--- src/rtl/stack_arbiter.sv ---
// Two-requester LIFO stack with round-robin arbitration of push/pop operations.
// Latency: one edge; grant, count, dout, dout_valid and err are registered.
// Backpressure: a requester is ignored in the cycle after its own grant; illegal ops are granted and flagged with err.
module stack_arbiter #(
  parameter int WIDTH = 4,
  parameter int DEPTH = 4
) (
  input  logic                     clk,
  input  logic                     rst_n,
  input  logic                     req0,
  input  logic                     req1,
  input  logic                     op0,
  input  logic                     op1,
  input  logic [WIDTH-1:0]         din0,
  input  logic [WIDTH-1:0]         din1,
  output logic                     gnt0,
  output logic                     gnt1,
  output logic [WIDTH-1:0]         dout,
  output logic                     dout_valid,
  output logic                     err,
  output logic                     full,
  output logic                     empty,
  output logic [$clog2(DEPTH):0]   count
);

  localparam int AW = $clog2(DEPTH);
  localparam int CW = AW + 1;

  // Stack storage; deliberately not reset, only entries below count are ever read.
  logic [WIDTH-1:0] r_mem [DEPTH];

  logic [CW-1:0]    r_count;
  logic             r_gnt0;
  logic             r_gnt1;
  logic [WIDTH-1:0] r_dout;
  logic             r_dout_valid;
  logic             r_err;
  logic             r_last_gnt;
  // Goes high on the first edge after reset release; ops seen on that edge are dropped.
  logic             r_arm;

  logic             w_elig0;
  logic             w_elig1;
  logic             w_any;
  logic             w_win1;
  logic             w_op;
  logic [WIDTH-1:0] w_din;
  logic             w_full;
  logic             w_empty;
  logic             w_push_ok;
  logic             w_pop_ok;
  logic             w_illegal;
  logic [AW-1:0]    w_push_idx;
  logic [AW-1:0]    w_pop_idx;

  // Arbitration: a held request is masked while its grant pulse is high, ties go to the
  // requester that was not granted last, then the winner's op is qualified against count.
  always_comb begin
    w_elig0    = req0 & ~r_gnt0 & r_arm;
    w_elig1    = req1 & ~r_gnt1 & r_arm;
    w_any      = w_elig0 | w_elig1;
    w_win1     = w_elig1 & (~w_elig0 | ~r_last_gnt);
    w_op       = w_win1 ? op1 : op0;
    w_din      = w_win1 ? din1 : din0;
    w_full     = (r_count == CW'(DEPTH));
    w_empty    = (r_count == '0);
    w_push_ok  = w_any & w_op & ~w_full;
    w_pop_ok   = w_any & ~w_op & ~w_empty;
    w_illegal  = w_any & ~(w_push_ok | w_pop_ok);
    // When count==DEPTH the low bits wrap to 0, so the pop index still lands on DEPTH-1.
    w_push_idx = r_count[AW-1:0];
    w_pop_idx  = w_push_idx - AW'(1);
  end

  // Control and output registers: execute at most one operation per edge.
  always_ff @(posedge clk or negedge rst_n) begin
    if (!rst_n) begin
      r_arm        <= 1'b0;
      r_count      <= '0;
      r_gnt0       <= 1'b0;
      r_gnt1       <= 1'b0;
      r_dout       <= '0;
      r_dout_valid <= 1'b0;
      r_err        <= 1'b0;
      r_last_gnt   <= 1'b1;
    end else begin
      r_arm        <= 1'b1;
      r_gnt0       <= w_any & ~w_win1;
      r_gnt1       <= w_any & w_win1;
      r_dout_valid <= w_pop_ok;
      r_err        <= w_illegal;
      if (w_any) begin
        r_last_gnt <= w_win1;
      end
      if (w_push_ok) begin
        r_count <= r_count + CW'(1);
      end else if (w_pop_ok) begin
        r_count <= r_count - CW'(1);
        r_dout  <= r_mem[w_pop_idx];
      end
    end
  end

  // Memory write on a legal push only.
  always_ff @(posedge clk) begin
    if (w_push_ok) begin
      r_mem[w_push_idx] <= w_din;
    end
  end

  assign gnt0       = r_gnt0;
  assign gnt1       = r_gnt1;
  assign dout       = r_dout;
  assign dout_valid = r_dout_valid;
  assign err        = r_err;
  assign count      = r_count;
  assign full       = w_full;
  assign empty      = w_empty;

endmodule

--- config.mk ---
export PLATFORM = sky130hd
export DESIGN_NAME = stack_arbiter
export DESIGN_NICKNAME = d
export VERILOG_FILES = /design/src/rtl/stack_arbiter.sv
export SDC_FILE = /design/constraint.sdc
export NUM_CORES = 1
export LEC_CHECK = 0
export ABC_AREA = 1
export CORE_ASPECT_RATIO = 2
export CORE_MARGIN = 8
export CORE_UTILIZATION = 50
export CTS_CLUSTER_SIZE = 10
export DETAILED_ROUTE_END_ITERATION = 8
export PLACE_DENSITY = 0.84
export SETUP_SLACK_MARGIN = 0.4
export SLEW_MARGIN = 40
export SYNTH_ARGS = -nofsm -noshare
export SYNTH_HDL_FRONTEND = slang
export SYNTH_SLANG_ARGS = --single-unit
--- constraint.sdc ---
create_clock -name clk -period 2.39 [get_ports clk]
set_clock_uncertainty 0.05 [all_clocks]
set_input_delay 0.717 -clock clk [delete_from_list [all_inputs] [get_ports clk]]
set_output_delay 0.717 -clock clk [all_outputs]
set_load 0.02 [all_outputs]
==> flow_metrics.tcl, run 1 <==
set metrics [dict create \
    p_leak_nw 0.893 \
    fp.dieH_um 89.1 \
    criticalPathCategory "reg -> out" \
    start_util_pct 52.7 \
    pin_count 27 \
    antenna_found_initial 0 \
    seq_area_frac_synth_pct 60.3 \
    root_buffer "clkbuf_8" \
    cts_buffers 5 \
    die_w_um 52.6 \
    drive_gt1_share_pct 28.1 \
    postCtsHoldBufs 0 \
    dieArea_um2 4690 \
    synth_area_leader_cell "edfxtp_1" \
    grt_pass1_wl_mm 5.85 \
    crit_path_end_kind "output port" \
    yosysMostFrequentCell "nand2_1" \
    slew_violations 0 \
    ys_top_cells_by_count "nand2_1 (34), nor2_1 (19), edfxtp_1 (16)" \
    holdCritPathClass "reg -> reg" \
    dr.pass1.iters 4 \
    coreArea_um2 2540 \
    ys_types 23 \
    area_delta_synth_final_pct 42.8 \
    status "finished clean" \
    start_kind "flip-flop" \
    antenna_cells 0 \
    hpwl_mm 2.43 \
    insertion_delay_ns 0.28 \
    slew_headroom_pct 59.8 \
    antenna_left 0 \
    rsz0062_at_grt "true" \
    fin_crit_ns 1.99 \
    grt-ovfl-total 0 \
    syn-num-nets 151 \
    wl_per_cell_um 17.2 \
    p_per_area_nw_per_um2 1150 \
    placedCellCount 193 \
    numPortBuffers 26 \
    htreeDepth 2 \
    vias_per_cell 5.44 \
    grt_max_degree 14 \
    ys_top_cells_by_area "edfxtp_1 (36%), dfrtp_1 (22%), nand2_1 (9.5%)" \
    hold_viol_final 0 \
    syn_area_per_cell_um2 10.1 \
    drc_errors 0 \
    finalSetupViolations 0 \
    clk_pin_slew_ns 0.06 \
    gp_congestion 0.811 \
    cp.arrival_ns 1.23 \
    fin_cells 206 \
    tightest_slew_ns 0.601 \
    netlist.area_leader.share_pct 35.9 \
    irDropWorstVdd_v 0.000993 \
    fin_area_um2 1910 \
    fmax_mhz 502 \
    num_rows 26 \
    track_usage_pct 17.2 \
    synth_edf_count 16 \
    cp_max_fo 2 \
    final.setup.tns_ns 0 \
    routed_wl_mm 3.55 \
    clock_path_buffers 2 \
    clkSinkCount 29 \
    drv_cap 0 \
    tritoncts "yes" \
    placed_cell_area_um2 1730 \
    min_period_over_period_pct 83.4 \
    ys.flop_type "edfxtp_1" \
    synth_async_sr_flop_share_pct 44.8 \
    cp.required_ns 1.62 \
    final_util_pct 75.2 \
    yosysWarnings 0 \
    ys_ff_latch 29 \
    syn_inst 132 \
    fin_nets 197 \
    first_iter_violations 38 \
    grt_pass1_vias 1231 \
    syn_area_um2 1340 \
    vias 1121 \
]
[power breakdown]
part,internal [W],leakage [nW],switching [W],total [W]
logic,0.000422,0.534,0.000578,0.00100
clock network,0.000302,0.0540,0.000184,0.000486
registers,0.000633,0.305,0.0000681,0.000701
[registers in the layout (all words and copies together) (netlist names)]
register    cells
r_mem          16
dout            4
count           3
dout_valid      1
err             1
gnt0            1
gnt1            1
r_arm           1
r_last_gnt      1
[layout make-up]
class	count	area, um2
clock buffers	5	68.8
clock inverters	2	35.0
fillers	169	628
inverters	16	75.1
multi-input cells	86	536
flip-flops and latches	29	808
well taps	28	35.0
repair buffers	40	352
[final timing paths]
check / start / cells after the start / to / slack [ns]
worst min register to register: dout[0] / 2 / dout[0] / 0.43
max in group asynchronous: rst_n / 1 / count[0] / 1.10
worst max-delay path: count[0] / 5 / empty / 0.40
worst min-delay path: dout[0] / 2 / dout[0] / 0.43
min in group asynchronous: rst_n / 1 / dout[2] / 0.76
worst max register to register: count[0] / 14 / count[2] / 0.53
[layer usage]
metal | vias up | global-route usage, % | part of all wire (%)
met1 | 530 | 14.6 | 33
li1 | 519 | - | -
met3 | 21 | 6.67 | 6.6
met4 | 0 | 11.1 | 5.1
met2 | 51 | 31.2 | 55
met5 | - | 0 | 0
[timing repair]
action                     CTS  global route
setup endpoints to repair   48            11
setup buffers                1             5
pin swaps                    3             3
cloned                       0             0
gates resized for setup     29            13
[cell usage in the layout (no fill, tap or decap), types with 2 or more instances in the layout]
master,n
buf_4,14
buf_6,2
clkbuf_2,2
clkbuf_8,5
clkdlybuf4s50_1,9
dfrtp_1,11
dlygate4sd2_1,10
dlymetal6s2s_1,2
edfxtp_1,16
ha_1,3
inv_1,9
inv_2,4
nand2_1,33
nand2_2,4
nand3_1,3
nand3_4,3
nor2_1,18
o21ai_0,5
o32ai_1,4
[cell families (layout without fill, tap and decap cells)]
logic type | Yosys count | count (layout) | synth area share (%)
AOI/OAI and AO/OA | 13 | 13 | 6.08
xor gates and xnor gates | 1 | 1 | 0.655
adders and majority gates | 5 | 5 | 4.68
buffers and inverters | 17 | 63 | 4.86
DFF | 29 | 29 | 60.3
other | 1 | 1 | 0.280
and+or+nand+nor | 66 | 66 | 23.1
[worst max-delay path, stage by stage, from the launching register on]
cell and delay, ns:
dfrtp_2 0.44, inv_8 0.07, ha_4 0.13, inv_2 0.05, nor2_4 0.12, buf_6 0.13
[through the flow]
stage	total power, W	hold slack, ns	setup slack, ns
after floorplan	0.00128	0.371	0.401
after global placement	0.00160	0.414	-0.0441
after detailed placement	0.00164	0.417	-0.112
after CTS	0.00210	0.428	0.290
after global routing	0.00232	0.467	0.357
final	0.00219	0.429	0.397
Note: power is estimated with default switching activity, not from simulation.
==> run 2, diff against run 1 <==
clock period = 2.01 ns   (was 2.39 ns; I/O delays follow)
==> run 2 against run 1 <==
  * Combinational power increased by 61%
  * Critical path type is now reg -> reg
  * Power increased by 42%
  * Wire length rose by 31%
  * Hold slack better by 0.020 ns
  * Die area stayed put
  * Sequential share of layout area is 4.3 points lower
  * Via count increased by 12%
  * Cell area is 12% higher
  * Core utilization rose by 8.9 points
  * Register-to-register slack got worse by 0.51 ns
==> flow_metrics.tcl, run 2 (synthesis results as in run 1) <==
set metrics [dict create \
    status "finished clean" \
    ff_latch_area_um2 811 \
    htreeDepth 2 \
    worstSetupEndpoint "count[2]" \
    irDropWorstVdd_v 0.00111 \
    fmax_mhz 503 \
    dr_wl_met3_um 281 \
    finalSetupViolations 0 \
    grt_max_degree 13 \
    largest-register "r_mem" \
    top_layer_used "met4" \
    pin_count 27 \
    hpwl_mm 2.49 \
    cp.arrival_ns 2.11 \
    grt-ovfl-total 0 \
    cp.required_ns 2.13 \
    wl_per_cell_um 21.1 \
    final.setup.tns_ns 0 \
    root_buffer "clkbuf_8" \
    routed_wl_mm 4.66 \
    p_leak_nw 0.946 \
    vias 1254 \
    start_util_pct 52.7 \
    die_w_um 52.6 \
    dr.pass1.iters 4 \
    drv_cap 0 \
    grt_pass1_vias 1345 \
    largest_register_ffs 16 \
    wl_met2_mm 2.55 \
    grt_pass1_wl_mm 6.20 \
    p_per_area_nw_per_um2 1460 \
    fin_nets 211 \
    area_delta_synth_final_pct 59.6 \
    clk_pin_slew_ns 0.08 \
    drc_errors 0 \
    tritoncts "yes" \
    reg2reg_from "count[0]" \
    fin_crit_ns 1.99 \
    fin_cells 221 \
    crit_path_end_kind "flip-flop" \
    num_rows 26 \
    regToRegEndpoint "count[2]" \
    worst_slack_ns 0.0213 \
    antenna_found_initial 0 \
    mostFrequentLayoutCells "nand2_1 (30), buf_4 (17), edfxtp_1 (16)" \
    cts_buffers 5 \
    cp_max_fo 2 \
    min_period_over_period_pct 98.9 \
    clkSinkCount 29 \
    vias_per_cell 5.67 \
    r2r_slack_ns 0.02 \
    fin_area_um2 2130 \
    dp_slack_ns -0.390 \
    postCtsHoldBufs 0 \
    dieArea_um2 4690 \
    placedCellCount 201 \
    holdWs_ns 0.449 \
    first_iter_violations 69 \
    numPortBuffers 26 \
    multi_input_area_um2 602 \
    final_common_cell "nand2_1" \
    drt-met1-wl_mm 1.61 \
    antenna_cells 0 \
    antenna_left 0 \
    n_fill_cell 137 \
    critical_path.startpoint "count[0]" \
    fp.dieH_um 89.1 \
    criticalPathCategory "reg -> reg" \
    drive_gt1_share_pct 44.6 \
    holdCritStartpoint "dout[3]" \
    track_usage_pct 18.2 \
    coreArea_um2 2540 \
    insertion_delay_ns 0.29 \
    placed_cell_area_um2 1790 \
    gp_congestion 0.785 \
    clock_path_buffers 2 \
    hold_viol_final 0 \
    r2r_cells 15 \
    slew_violations 0 \
    rsz0062_at_grt "true" \
    start_kind "flip-flop" \
    holdCritPathClass "reg -> reg" \
]
run 2: per-stage QoR:
stage	total power [W]	utilization (%)
floorplan	0.00152	-
global placement	0.00197	70.6
detailed placement	0.00202	70.6
CTS	0.00282	81.7
global route	0.00323	84.1
finish	0.00311	84.1
run 2: area by class of cell:
class | instances | share of cell area, %
repair buffers | 54 | 22.9
inverters | 16 | 3.63
multi-input cells | 86 | 28.2
well taps | 28 | 1.64
clock buffers | 6 | 3.87
flip-flops and latches | 29 | 38.0
clock inverters | 2 | 1.76
run 2: power by group:
part           switching, W  internal (W)  leakage (nW)  total, W
combinational      0.000889      0.000716         0.586   0.00161
clock              0.000251      0.000403        0.0574  0.000654
sequential        0.0000931      0.000757         0.303  0.000850
run 2: worst min path at each step:
stage,slack (ns),endpoint,depth (start not counted)
finish,0.45,dout[3],2
global route,0.47,dout[3],2
CTS,0.44,dout[3],2
detailed placement,0.42,dout[3],2
global placement,0.42,dout[3],2
floorplan,0.26,count[0],0
run 2: timing repair:
item / CTS / global route
endpoints found under the setup margin: 56 / 48
buffers inserted: 7 / 5
pin swaps: 6 / 2
resized for setup: 81 / 19
run 2: worst max-delay path, cell delays in order, from the launching register on:
cell and delay (ns):
dfrtp_2 0.41, inv_8 0.04, ha_4 0.17, nand2_4 0.07
inv_4 0.03, buf_6 0.10, a21oi_4 0.13, nand3_4 0.10
xor2_2 0.17, ha_4 0.17, inv_2 0.06, nand2_1 0.08
nand2_2 0.08, nand2_1 0.07, nand2_1 0.07, nand2_1 0.06
run 2: routing by layer:
layer / vias to the layer above / track usage, %
met5: - / 0
met4: 0 / 8.06
met3: 20 / 5.50
met2: 70 / 34.9
met1: 614 / 16.1
li1: 550 / -
